$ cat src/rtl/sqr_pkg.sv
// Shared definitions for the iterative squarer (and its square-root sibling):
// controller state encoding, default operand width, counter sizing helper.
package sqr_pkg;

  typedef enum logic {
    IDLE = 1'b0,
    WORK = 1'b1
  } sqr_state_e;

  localparam int unsigned SQR_WIDTH_DEF = 8;

  // Smallest r with 2**r >= v; sizes the iteration counter.
  function automatic int unsigned clog2(input int unsigned v);
    int unsigned r;
    r = 0;
    while ((64'd1 << r) < 64'(v)) begin
      r = r + 1;
    end
    return r;
  endfunction

endpackage

$ cat src/rtl/sqr_step.sv
// One shift-add iteration of the squarer datapath (purely combinational).
module sqr_step
  import sqr_pkg::*;
#(
  parameter int unsigned WIDTH = SQR_WIDTH_DEF
) (
  input  logic [2*WIDTH-1:0] acc_i,
  input  logic [2*WIDTH-1:0] mcand_i,
  input  logic [WIDTH-1:0]   mplier_i,
  output logic [2*WIDTH-1:0] acc_o,
  output logic [2*WIDTH-1:0] mcand_o,
  output logic [WIDTH-1:0]   mplier_o
);

  // Add the shifted multiplicand when the current multiplier bit is set.
  always_comb begin
    acc_o    = mplier_i[0] ? (acc_i + mcand_i) : acc_i;
    mcand_o  = mcand_i << 1;
    mplier_o = mplier_i >> 1;
  end

endmodule

$ cat src/rtl/sqr_iter.sv
// Iterative unsigned squarer y = a*a, one partial product per clock, using
// the start/busy/ready/done handshake shared with the square-root unit.
// Optional macro SQR_EARLY_EXIT_EN: finish as soon as the multiplier is
// exhausted (same result, data-dependent latency).
module sqr_iter
  import sqr_pkg::*;
#(
  parameter int unsigned WIDTH = SQR_WIDTH_DEF
) (
  input  logic                 clk_i,
  input  logic                 rst_i,
  input  logic [WIDTH-1:0]     a_bi,
  input  logic                 start_i,
  output logic                 ready_o,
  output logic                 busy_o,
  output logic                 done_o,
  output logic [2*WIDTH-1:0]   y_bo
);

  localparam int unsigned CW = clog2(WIDTH + 1);

  sqr_state_e           state_q, state_d;
  logic [2*WIDTH-1:0]   acc_q, acc_d;
  logic [2*WIDTH-1:0]   mcand_q, mcand_d;
  logic [WIDTH-1:0]     mplier_q, mplier_d;
  logic [CW-1:0]        cnt_q, cnt_d;
  logic [2*WIDTH-1:0]   y_q, y_d;
  logic                 done_q, done_d;

  logic [2*WIDTH-1:0]   acc_nx;
  logic [2*WIDTH-1:0]   mcand_nx;
  logic [WIDTH-1:0]     mplier_nx;
  logic                 end_step;

  sqr_step #(.WIDTH(WIDTH)) u_step (
    .acc_i    (acc_q),
    .mcand_i  (mcand_q),
    .mplier_i (mplier_q),
    .acc_o    (acc_nx),
    .mcand_o  (mcand_nx),
    .mplier_o (mplier_nx)
  );

  // Decide whether this WORK edge retires the result instead of iterating.
  always_comb begin
`ifdef SQR_EARLY_EXIT_EN
    end_step = (cnt_q == CW'(WIDTH)) || (mplier_q == '0);
`else
    end_step = (cnt_q == CW'(WIDTH));
`endif
  end

  // Next-state, datapath and result update.
  always_comb begin
    state_d  = state_q;
    acc_d    = acc_q;
    mcand_d  = mcand_q;
    mplier_d = mplier_q;
    cnt_d    = cnt_q;
    y_d      = y_q;
    done_d   = 1'b0;
    unique case (state_q)
      IDLE: begin
        if (start_i) begin
          mcand_d  = {{WIDTH{1'b0}}, a_bi};
          mplier_d = a_bi;
          acc_d    = '0;
          cnt_d    = '0;
          state_d  = WORK;
        end
      end
      WORK: begin
        if (end_step) begin
          y_d     = acc_q;
          done_d  = 1'b1;
          state_d = IDLE;
        end else begin
          acc_d    = acc_nx;
          mcand_d  = mcand_nx;
          mplier_d = mplier_nx;
          cnt_d    = cnt_q + CW'(1);
        end
      end
      default: state_d = IDLE;
    endcase
  end

  // State and datapath registers with asynchronous active-low reset.
  always_ff @(posedge clk_i or negedge rst_i) begin
    if (!rst_i) begin
      state_q  <= IDLE;
      acc_q    <= '0;
      mcand_q  <= '0;
      mplier_q <= '0;
      cnt_q    <= '0;
      y_q      <= '0;
      done_q   <= 1'b0;
    end else begin
      state_q  <= state_d;
      acc_q    <= acc_d;
      mcand_q  <= mcand_d;
      mplier_q <= mplier_d;
      cnt_q    <= cnt_d;
      y_q      <= y_d;
      done_q   <= done_d;
    end
  end

  // Handshake outputs derive directly from the state register.
  always_comb begin
    ready_o = (state_q == IDLE);
    busy_o  = (state_q == WORK);
    done_o  = done_q;
    y_bo    = y_q;
  end

endmodule
$ cat config.mk
export PLATFORM = sky130hd
export DESIGN_NAME = sqr_iter
export DESIGN_NICKNAME = d
export VERILOG_FILES = /design/src/rtl/sqr_pkg.sv /design/src/rtl/sqr_step.sv /design/src/rtl/sqr_iter.sv
export SDC_FILE = /design/constraint.sdc
export NUM_CORES = 1
export LEC_CHECK = 0
export CELL_PAD_IN_SITES_DETAIL_PLACEMENT = 1
export CELL_PAD_IN_SITES_GLOBAL_PLACEMENT = 2
export CORE_UTILIZATION = 36
export CTS_CLUSTER_SIZE = 30
export DETAILED_ROUTE_END_ITERATION = 16
export PLACE_DENSITY = 0.86
export SLEW_MARGIN = 40
export SYNTH_ARGS = -nofsm -noshare
export SYNTH_HDL_FRONTEND = slang
export SYNTH_SLANG_ARGS = --single-unit
$ cat constraint.sdc
create_clock -name clk_i -period 3 [get_ports clk_i]
set_clock_uncertainty 0.15 [all_clocks]
set_input_delay 0.45 -clock clk_i [delete_from_list [all_inputs] [get_ports clk_i]]
set_output_delay 0.45 -clock clk_i [all_outputs]
set_load 0.03 [all_outputs]
======== Yosys cells after proc, flatten, opt, wreduce, memory -nomap -nowiden ========
Index checks and enable logic that the tools add are counted.
W data, S select, Z words.
storage, ports and cells
  register bits after elaboration ......... 62
  bits of input ports ..................... 11
  word-level logic and storage cells ...... 35
operators by class
  add/sub/neg operators ................... 2
  reductions and logical operators ........ 3
  mux-type cells .......................... 18
  equal/unequal tests ..................... 4
  bitwise logic cells ..................... 1
operators with widths
  operator               count
  $mux W16               5
  $pmux W16 S2           2
  $add A16 B16 Y16       1
  $mux W8                2
  $pmux W8 S2            1
  $mux W4                2
  $pmux W4 S2            1
  $add A4 B1 Y4 const B  1
  $eq A4 B4 Y1 const B   1
  $mux W1                4
  $ne A2 B2 Y1 const B   2
  $reduce_and A2 Y1      2
  $reduce_and A3 Y1      1
  $ne A2 B1 Y1 const B   1
  $pmux W1 S2            1
  $not A1 Y1             1

======== Longest topological paths before layout ========
Gate-level depths: netlist of run 1.
  depth after elaboration ................. 4
  gate-level depth with buffers ........... 9
  mapped depth without buffers ............ 9

======== By module ========
Synthesis of run 1 repeated with hierarchy kept, for this count alone.
second synthesis, totals
  cell total of the unflattened synthesis .. 369
  area, all modules ....................... 3667.3 um^2
modules (own cells, without submodules)
  module    area an instance (um^2)  times used  seq. area each (um^2)  cells each
  sqr_iter  2521.2                   1           1551.5                 229
  sqr_step  1146.1                   1           0.0                    140

======== Least setup slack after synthesis of run 1 ========
No wires, ideal clock.
  path kind ............................... reg-to-reg
  from .................................... register acc_q[0]
  to ...................................... register acc_q[10]
  path slack .............................. 0.679 ns
  arrival time ............................ 2.103 ns
  setup time .............................. 0.069 ns
  data required time ...................... 2.781 ns
  cell stages (with the launch flop) ...... 10
  path through ............................ dfrtp_1 ha_1 inv_1 fa_1 and2b_1 o21ai_2 o221ai_2 a31oi_1 or4b_1 nand3_1
between the ends
  longest elaborated chain between the ends .. 4
ends and longest elaborated chain
  what                    RTL line         RTL
  from (decl)             sqr_iter.sv:23   logic [2*WIDTH-1:0] acc_q, acc_d;
  from (signal assigned)  sqr_iter.sv:92   acc_q <= '0;
  from (signal assigned)  sqr_iter.sv:100  acc_q <= acc_d;
  $add A16 B16 Y16        sqr_step.sv:17   acc_o = mplier_i[0] ? (acc_i + mcand_i) : acc_i;
  $mux W16                sqr_step.sv:17
  $mux W16                sqr_iter.sv:73   if (end_step) begin
  $pmux W16 S2            sqr_iter.sv:62   unique case (state_q)
No other way between the ends. The select of a mux whose other input is x is not followed.
A chain may end at the register's enable or synchronous reset.

======== Worst setup path in the final report of run 1 ========
  from .................................... register mcand_q[0]
  to ...................................... register acc_q[10]
between the ends
  longest elaborated chain between the ends .. 4
ends and longest elaborated chain
  what                    RTL line         RTL
  from (decl)             sqr_iter.sv:24   logic [2*WIDTH-1:0] mcand_q, mcand_d;
  from (signal assigned)  sqr_iter.sv:101  mcand_q <= mcand_d;
  $add A16 B16 Y16        sqr_step.sv:17
  $mux W16                sqr_step.sv:17
  $mux W16                sqr_iter.sv:73
  $pmux W16 S2            sqr_iter.sv:62
No other way between the ends. The select of a mux whose other input is x is not followed.

==> results by stage, run 1 <==
Outcome:
- The run finished, with violations left.
- The final reports fail on design-rule violations.

Setup path:
- The signal on the critical path passes through ha_1 > inv_1 > fa_1 > and2b_1 > o21ai_2 > o221ai_2 > a31oi_1 > or4b_1 > nand3_1.
- The number of buffers and inverters on the critical path is 1.
- The slowest stage of the critical path is the or4b_1 cell.
- The worst setup path is of the flip-flop to flip-flop kind.
- The data required time at the worst endpoint is 3130 ps.
- STA classifies the critical path startpoint as a flip-flop.
- The capturing element type of the critical path is a flip-flop.
- The largest single stage delay on the critical path is 510 ps.
- The dominant delay contributor by cell family on the critical path is simple AND/OR/NAND/NOR gates.
- The largest fanout on the critical path is 4.
- Data arrives at the worst endpoint at 2730 ps.

Global routing:
- In the global route stage, met1 resource usage came out at 26.1%.
- The number of antenna violations at the first check in global routing is 0.
- The pin count of the biggest net entering global routing is 63.
- Summed over all layers, the global routing overflow is 0.
- The busiest layer in global routing is met2.
- The first-pass GRT wire length is 14100 um.
- The all-layer global routing usage is 18.6%.
- The routing usage on met3 is 4.87%.
- The global routing met2 resource utilization is 28.2%.
- The number of global-route vias before repair is 2816.

Final layout:
- The number of nets in the final layout is 420.
- The finished layout holds 504 standard cells, fillers aside.
- The number of antenna diodes in the final layout is 0.
- Cells with a size suffix above 1 make up 8.08% of the layout.
- The post-route cell area is 3970 um^2.
- From synthesis to final layout, the design area changed by 19.9%.
- Measured on the finished design, the core utilization comes to 45.1%.

Placement:
- The placed instances occupy a cell area of 3720 um^2.
- The post-placement worst setup slack is 455 ps.
- The count of port buffers added during placement is 29.
- The HPWL after detailed placement is 5870 um.
- The final weighted congestion in routability-driven placement is 0.783.
- The cell total after placement is 488.

Logic synthesis:
- Sorting the synthesized cells by how often they occur yields 74 x nand2_1, 62 x dfrtp_1, 28 x o21ai_0.
- The area of the mapped netlist is 3310 um^2.
- The total nets after synthesis is 388.
- The share of flip-flops with an asynchronous set or reset is 100%.
- The synthesized design contains 62 register bits.
- The count of warnings emitted by yosys is 0.
- Yosys attributes the largest share of cell area to dfrtp_1 47%, nand2_1 8.4%, ha_1 6.4%, o21ai_0 4.2%, a21oi_1 3.8%.
- The number of enable flip-flop cells after synthesis is 0.
- After synthesis, flip-flops and latches occupy 46.8% of the total area.
- Of all cell types, the one taking the most synthesized area is dfrtp_1.
- The number of standard cells after synthesis is 359.
- The top cell type by area accounts for 46.8% of the synthesized area.
- The number of distinct library cell variants in the gate-level netlist after synthesis is 50.
- Each instance of the synthesized netlist takes up on average 9.23 um^2.
- The most frequently used cell type in the post-synthesis netlist is nand2_1.
- The most used flip-flop cell after synthesis is dfrtp_1.

STA:
- The smallest setup slack after layout is 408 ps.
- Setup violations remaining at the end of the flow were counted as 0.
- For the final routed database, the setup TNS stands at 0 ps.
- Counting I/O delays and the setup requirement, the final critical path takes 2590 ps.
- For the pin with the worst max-slew slack, the measured transition is 600 ps.
- Based on the critical path, the design can be clocked at up to 386 MHz.
- The final count of hold timing violations is 0.
- The max-slew violation total from the final report is 0.
- The period utilization is 86.4%.
- Setup repair after global routing left no endpoint under its margin.
- Headroom to the max-slew limit came out at 59.9%.

Clock network:
- Clock latency on the worst-skew pair, taken at its later pin, is 350 ps.
- The total setup buffers inserted after CTS is 0.
- The post-cts hold buffer count is 0.
- The post-cts sizing count is 0.
- The TritonCTS sink count is 62.
- The maximum count of clock buffers along a single path is 2.
- TritonCTS built the clock tree.
- Clock-pin slew was measured on the worst setup and hold paths at 80 ps.
- In this run, CTS created clock tree buffers numbering 9.
- The H-tree generated during clock tree synthesis spans 3 levels.
- The cell at the root of the clock tree is clkbuf_8.

Floorplanning:
- The vertical die dimension is 97.9 um.
- The die extent in x is 97.9 um.
- The starting utilization of the core area is 37.6%.
- The floorplan step defined a die boundary enclosing 9590 um^2.
- 30 I/O pins were placed.
- The core box area is 8810 um^2.
- The floorplan has 34 rows.

Job:
- The tool flagged a number of max-cap violations equal to 0.

Routing:
- The via total after detailed routing is 2668.
- The final layout contains routed wiring with a total length of 8070 um.
- The average via count per standard cell is 5.29.
- The count of nets left with antenna violations once routing finished came out at 0.
- Before antenna repair, the detailed router went through 10 iterations.
- The routed length per placed instance is 16.0 um.
- The residual DRC count is 3.
- For this block, the initial DRC count from the detailed router was 59.

Power:
- The peak ir drop on the vdd network is 0.316 mV.
- The leakage power figure is 1.83 nW.
- For this design the ratio of total power to cell area is 1170 nW/um^2.

Min path:
- In this run the worst hold path is classified as input port to asynchronous set/reset pin.
## report_power, final
| group | total (mW) | switching (mW) | internal (mW) | leakage, nW |
|---|---|---|---|---|
| clock | 0.916 | 0.362 | 0.554 | 0.116 |
| combinational | 2.24 | 1.33 | 0.906 | 0.914 |
| sequential | 1.48 | 0.296 | 1.18 | 0.802 |
## path summary, 6_finish.rpt
check                           slack, ps  cells after the start              startpoint                 endpoint
worst max-delay path                  410                      9  mcand_q[0]$_DFFE_PN0P_    acc_q[10]$_DFFE_PN0P_
worst min-delay path                   20                      2                   rst_i  mcand_q[14]$_DFFE_PN0P_
worst max register to register        410                      9  mcand_q[0]$_DFFE_PN0P_    acc_q[10]$_DFFE_PN0P_
worst min register to register        330                      2     y_bo[8]$_DFFE_PN0P_      y_bo[8]$_DFFE_PN0P_
max in group asynchronous            2250                      2                   rst_i     y_bo[13]$_DFFE_PN0P_
min in group clk_i                    330                      2     y_bo[8]$_DFFE_PN0P_      y_bo[8]$_DFFE_PN0P_
## cell families after synthesis
logic type               Yosys count  synth area share [%]
AO/OA/AOI/OAI                     96                  18.6
XOR/XNOR                          10                  2.64
adder cells (fa/ha/maj)           18                  7.02
buffers and inverters             31                  3.74
flip-flops                        62                  46.8
multiplexers                       6                  1.85
AND/OR/NAND/NOR                  136                  19.3
## per-stage QoR
step	hold WS [ps]	power [mW]
after CTS	141	4.70
after detailed placement	314	3.75
after floorplan	4.41	3.04
after global placement	309	3.66
after global routing	76.1	5.03
final	17.4	4.63
## registers in the layout, indices dropped and copies added, names as in the netlist
signal / cells
acc_q: 16
mcand_q: 16
busy_o: 1
y_bo: 16
mplier_q: 8
cnt_q: 4
done_o: 1
## layer usage
layer,share of wire (%),vias to the layer above,routed length (um)
li1,-,1331,-
met1,50,1295,4040
met2,46,35,3680
met3,2.7,7,221
met4,1.6,0,131
met5,0,-,0
## final cells by class
cell class	instances	area, um^2
clock inverter	7	123
inverter	16	60.1
tap	108	135
timing repair buffer	36	342
multi-input combinational	266	1640
fill	1029	4830
sequential	62	1550
clock buffer	9	124
## cell usage in the layout (no fill, tap or decap), types with 3 or more instances in the layout
cell type         n
a211oi_1          4
a21o_1            3
a21oi_1          25
a22o_1           10
a31oi_1           3
and2_1            3
and3_1            4
buf_4             6
bufinv_16         3
clkbuf_8          9
clkdlybuf4s50_1  28
dfrtp_1          62
ha_1             17
inv_1            16
mux2i_1           5
nand2_1          74
nand2b_1          3
nand3_1          15
nand4_1           3
nor2_1            8
nor2b_1           9
nor3_1            6
o21ai_0          28
o22ai_1           3
xnor2_1           3
xor2_1            7
(Power assumes the default switching activity.)
==> inputs of run 2 (changes only) <==
--- a/config.mk
+++ b/config.mk
@@ -7,9 +7,11 @@
 export LEC_CHECK = 0
 export CELL_PAD_IN_SITES_DETAIL_PLACEMENT = 1
 export CELL_PAD_IN_SITES_GLOBAL_PLACEMENT = 2
-export CORE_UTILIZATION = 36
+export CORE_UTILIZATION = 40
 export CTS_CLUSTER_SIZE = 30
 export DETAILED_ROUTE_END_ITERATION = 16
+export DONT_BUFFER_PORTS = 1
+export GPL_TIMING_DRIVEN = 0
 export PLACE_DENSITY = 0.86
 export SLEW_MARGIN = 40
 export SYNTH_ARGS = -nofsm -noshare
==> run 2 against run 1 <==
  * The run now ends clean
  * Combinational power decreased by 16%
  * Die area decreased by 9.8%
  * Core utilization increased by 1.1 points
  * Hold slack improved by 82 ps
  * Fmax decreased by 3.6%
  * Sequential power increased by 13%
  * Critical endpoint unchanged
  * Design area decreased by 8.2%
  * Largest cell class unchanged
  * Largest power group unchanged
  * Final cell count decreased by 5.2%
  * Power decreased by 9.4%
  * Sequential share of layout area increased by 3.5 points
==> results by stage, run 2 (synthesis results as in run 1) <==
Outcome:
- The flow ran to the end, and the final reports show no timing, DRC or antenna violations.

Global routing:
- The number of antenna violations at the first check in global routing came to 0.
- The global route total overflow is 0.
- The pin count of the biggest net entering global routing is 63.
- The first-pass GRT wire length is 13700 um.
- Global routing used 20.7% of the available tracks.
- The number of global-route vias before repair came to 2776.

Routing:
- The remaining antenna violation count after routing is 0.
- The first detailed-routing pass took 4 iterations.
- The routed length per placed instance is 16.8 um.
- In the routed design, unresolved DRC markers number 0.
- The detailed router finished its first iteration with 85 violations.
- The average via count per standard cell is 5.41.
- The routed wire length is 8020 um.
- Summing over every cut layer, the via total after detailed routing is 2584.

Final layout:
- Relative to the synthesized area, the layout overhead comes to 10.0%.
- In the final layout, the share of cells above drive strength 1 is 7.18%.
- The top cell types in the final layout, fill and taps aside, are 74 x nand2_1, 62 x dfrtp_1, 28 x o21ai_0.
- Counting the fill cells in the layout gives 919.
- The post-route cell area is 3650 um^2.
- The non-filler instance count after layout is 478.
- In the final design database the tool counted 401 nets.
- The number of antenna diodes in the final layout is 0.
- Leaving out fill and tap cells, the most frequent cell in the layout is nand2_1.

STA:
- Setup total negative slack on the finished layout was measured at 0 ps.
- For the finished layout, the period the worst path requires is 2690 ps.
- The max-slew violation total from the final report is 0.
- At the pin with the least slew margin, the transition time is 596 ps.
- Setup violations remaining at the end of the flow were counted as 0.
- Setup repair after global routing left no endpoint under its margin.
- Dividing the final minimum period by the clock period gives 89.6%.
- The fmax is 372 MHz.
- The final count of hold timing violations is 0.
- Measured against its own limit, the worst slew margin works out to 60.1%.

Clock network:
- The TritonCTS clock tree is yes.
- The TritonCTS sink count is 62.
- The post-cts sizing count is 0.
- After clock tree synthesis, the clock-pin slew on the worst setup and hold paths is 70 ps.
- Clock latency on the worst-skew pair, taken at its later pin, is 330 ps.
- The maximum count of clock buffers along a single path is 2.
- In this run, CTS created clock tree buffers numbering 9.
- CTS built an H-tree with a depth of 3.
- The cell at the root of the clock tree is clkbuf_8.

Floorplanning:
- The vertical die dimension is 93.0 um.
- Once the floorplan was initialized, standard cells occupied 42.0% of the core.
- The die extent in x is 93.0 um.
- The floorplan has 32 rows.
- The core box area is 7890 um^2.
- The die covers 8650 um^2.
- 30 I/O pins were placed.

Placement:
- The placement-stage cell area is 3440 um^2.
- The final weighted congestion in routability-driven placement is 0.870.
- Buffers placed on the I/O ports in this run total 0.
- The estimated wirelength of the detail-placed design is 5880 um.
- The number of placed instances, taps included, is 461.

Setup path:
- STA classifies the critical path startpoint as a flip-flop.
- The largest fanout on the critical path is 4.
- STA classifies the critical path endpoint as a flip-flop.
- The setup path with the least slack is of type flip-flop to flip-flop.
- The data required time at the worst endpoint is 3120 ps.
- The arrival time of data at the critical path endpoint is 2810 ps.

Power:
- Power spread over the standard cell area amounts to 1150 nW/um^2.
- VDD sags by at most 0.533 mV.
- The analysis attributes to cell leakage a power of 1.71 nW.

Min path:
- In this run the worst hold path is classified as input port to flip-flop.

Job:
- The max-cap violation count is 0.
## run 2: cell types whose count changed in the layout (fill, tap and decap cells not counted)
cell,previous run,this run
clkinvlp_4,2,0
clkinv_4,2,0
clkinv_2,0,1
buf_6,1,0
buf_4,6,0
bufinv_16,3,0
clkbuf_1,0,10
buf_1,0,2
buf_16,0,1
clkbuf_8,9,11
dlygate4sd3_1,0,1
clkdlybuf4s50_1,28,0
buf_2,1,6
## run 2: what timing repair did
action / in CTS / in global routing
setup buffers: 0 / 0
hold endpoints to repair: 62 / 0
hold buffers: 2 / 0
## run 2: where the power goes
group | total, mW | internal (mW) | switching [mW]
registers | 1.67 | 1.18 | 0.488
logic | 1.89 | 0.734 | 1.15
clock network | 0.637 | 0.340 | 0.297
## run 2: path summary, 6_finish.rpt
path	startpoint	end	slack, ps	cells past startpoint
setup reg to reg	mcand_q[0]$_DFFE_PN0P_	acc_q[10]$_DFFE_PN0P_	310	9
min in group asynchronous	rst_i	y_bo[11]$_DFFE_PN0P_	500	2
setup / recovery	mcand_q[0]$_DFFE_PN0P_	acc_q[10]$_DFFE_PN0P_	310	9
hold reg to reg	mplier_q[4]$_DFFE_PN0P_	mplier_q[4]$_DFFE_PN0P_	340	2
max in group asynchronous	rst_i	mcand_q[2]$_DFFE_PN0P_	1940	2
hold / removal	a_bi[0]	mcand_q[0]$_DFFE_PN0P_	100	1
## run 2: area by class of cell
cell class / count / area, um^2 / area share, %
multi-input combinational: 266 / 1640 / 44.9
tap: 102 / 128 / 3.50
buffer: 15 / 63.8 / 1.75
clock buffer: 14 / 163 / 4.46
inverter: 16 / 60.1 / 1.65
clock inverter: 1 / 5.00 / 0.137
timing repair buffer: 2 / 37.5 / 1.03
sequential: 62 / 1550 / 42.6
## run 2: routing by layer
layer  wire length (um)  GRT usage, %
met1               3880          27.3
met2               3810          33.6
met3                262          4.80
met4                 69          6.15
met5                  0             0
## run 2: worst max-delay path, stage by stage, from the launching register on
cell      delay, ps
dfrtp_1         420
ha_1            250
inv_1            80
fa_1            380
and2b_1         240
o21ai_2          80
o221ai_2        250
a31oi_1         170
or4b_1          530
nand3_1          80
## run 2: through the flow
stage	setup WS, ps	power [mW]	utilization, %	hold slack, ps
5_1_grt	105	4.58	46.2	77.5
6_report	311	4.19	46.2	99.0
4_1_cts	288	4.23	46.2	88.7
3_3_place_gp	348	3.46	43.6	5.74
2_1_floorplan	679	3.04	-	4.41
3_5_place_dp	301	3.55	43.6	5.61
==> edit: new RTL, flow settings as in run 2 <==
`y_q` no longer has a reset.
--- a/src/rtl/sqr_iter.sv
+++ b/src/rtl/sqr_iter.sv
@@ -95,3 +95,2 @@
       cnt_q    <= '0;
-      y_q      <= '0;
       done_q   <= 1'b0;
@@ -103,5 +102,8 @@
       cnt_q    <= cnt_d;
-      y_q      <= y_d;
       done_q   <= done_d;
     end
+  end
+
+  always_ff @(posedge clk_i) begin
+    y_q <= y_d;
   end
Formal check against the unedited RTL: no difference found for any inputs over 10 cycles, from zero or initial values and one cycle with rst_i low; that may be too few to reach the edited logic, so the function may still have changed.
==> edit against run 2 <==
  * Cell count is 9.4% lower
  * Synthesized cell count fell by 13%
  * Largest cell class is now flip-flops and latches
  * Wire length decreased by 5.6%
  * Sequential cell count is the same
  * Total power fell by 9.2%
  * Setup slack got worse by 0.011 ns
  * Synthesized area decreased by 3.3%
  * First-iteration DRC count decreased by 12%
  * Sequential share of layout area rose by 3.5 points
  * Combinational power fell by 11%
  * Global-route usage fell by 0.91 points
  * Design area is 2.9% lower
  * Count of clock-buffer cells in the layout is 5 lower
  * Critical path depth fell by 3
==> edit: results (changes against run 2) <==
metric	value	unit	change
synthesized net count	342		-12%
grt met1 use	0.266		-0.00769
initial antenna violation count	0		unchanged
post-synthesis mux area share	0.0129		-0.00561
highest-delay cell along the critical path	dfrtp_1		
crit-path max cell delay	0.74	ns	+0.21 ns
reg2reg start	busy_o$_DFF_PN0_		
Arr. time, crit path	2.75	ns	-0.06 ns
sequential fraction of the synthesis area	0.509		+0.0411
Crit Path Max Fanout	18		+14
Peak supply drop	431	uV	-19%
slew margin rel.	0.586		-0.0150
Gate power share	0.440		-0.010
DR vias	2411		-6.7%
share of cells above drive strength 1	0.0876		+0.0158
Final nets	355		-11%
leakage	1.49	nW	-13%
DP HPWL	5.56	mm	-5.4%
metal1 wirelength	3.68	mm	-5.1%
Worst Hold End	mcand_q[0]$_DFFE_PN0P_		
sequential power share	0.397		about the same
asr flop ratio synth	0.742		-0.258
synth top area cells	dfrtp_1 (36%), edfxtp_1 (15%), ha_1 (6.6%), o21ai_0 (4.5%), a21oi_1 (4.1%)		
Crit path max-delay family	buffers and inverters		
met2 WL	3.66	mm	-3.9%
Max Fclk	370	MHz	-0.42%
post-synthesis compound-gate area fraction	0.193		+0.00640
vias in the first global route	2471		-11%
GR Util met2	0.318		-0.0181
drt wl/cell	17.5	um	+4.3%
first-pass GRT wire length	12.7	mm	-7.7%
Post-Synth Adder-Cell Area	0.0727		+0.00241
Seq. pwr	1.51	mW	-9.6%
Critical Path Sink	mcand_q[2]$_DFFE_PN0P_		
met3 Use GR	0.0385		-0.00944
Post-synth top cells	dfrtp_1 (46), nand2_1 (32), o21ai_0 (29)		
Post-synth top flop	dfrtp_1		
met3 wire length	156	um	-40%
Final GP Congestion	0.821		-5.6%
YS warnings	0		unchanged
Netlist cell types	52		+4.0%
CTS-repair resized insts	0		unchanged
status	completed		
Post-Synth XOR/XNOR Area	0.0246		-0.00183
FILL cells	861		-6.3%
largest net degree at the start of global routing	47		-25%
==> edit: cell types whose count changed after synthesis, sizes merged, moves of 2 or more <==
cell / before / now
dfrtp: 62 / 46
edfxtp: 0 / 16
a31oi: 3 / 5
a311oi: 0 / 2
and2: 4 / 0
buf: 8 / 6
mux2i: 5 / 3
nand2: 74 / 32
==> edit: layout make-up <==
class                           instances  share of cell area
Buffer                                 14              0.0187
Clock buffer                            9              0.0350
Clock inverter                          7              0.0117
Inverter                               15              0.0159
Multi-Input combinational cell        222               0.411
Sequential cell                        62               0.461
Tap cell                              102              0.0360
Timing Repair Buffer                    2              0.0106
==> edit: stage by stage <==
| step | util | instances | area (um2) |
|---|---|---|---|
| 4_1_cts | 0.458 | 433 | 3540 |
| 5_1_grt | 0.458 | 433 | 3540 |
| 6_report | 0.458 | 433 | 3540 |
| 2_1_floorplan | - | 313 | 3200 |
| 3_3_place_gp | 0.431 | 415 | 3330 |
| 3_5_place_dp | 0.432 | 415 | 3340 |
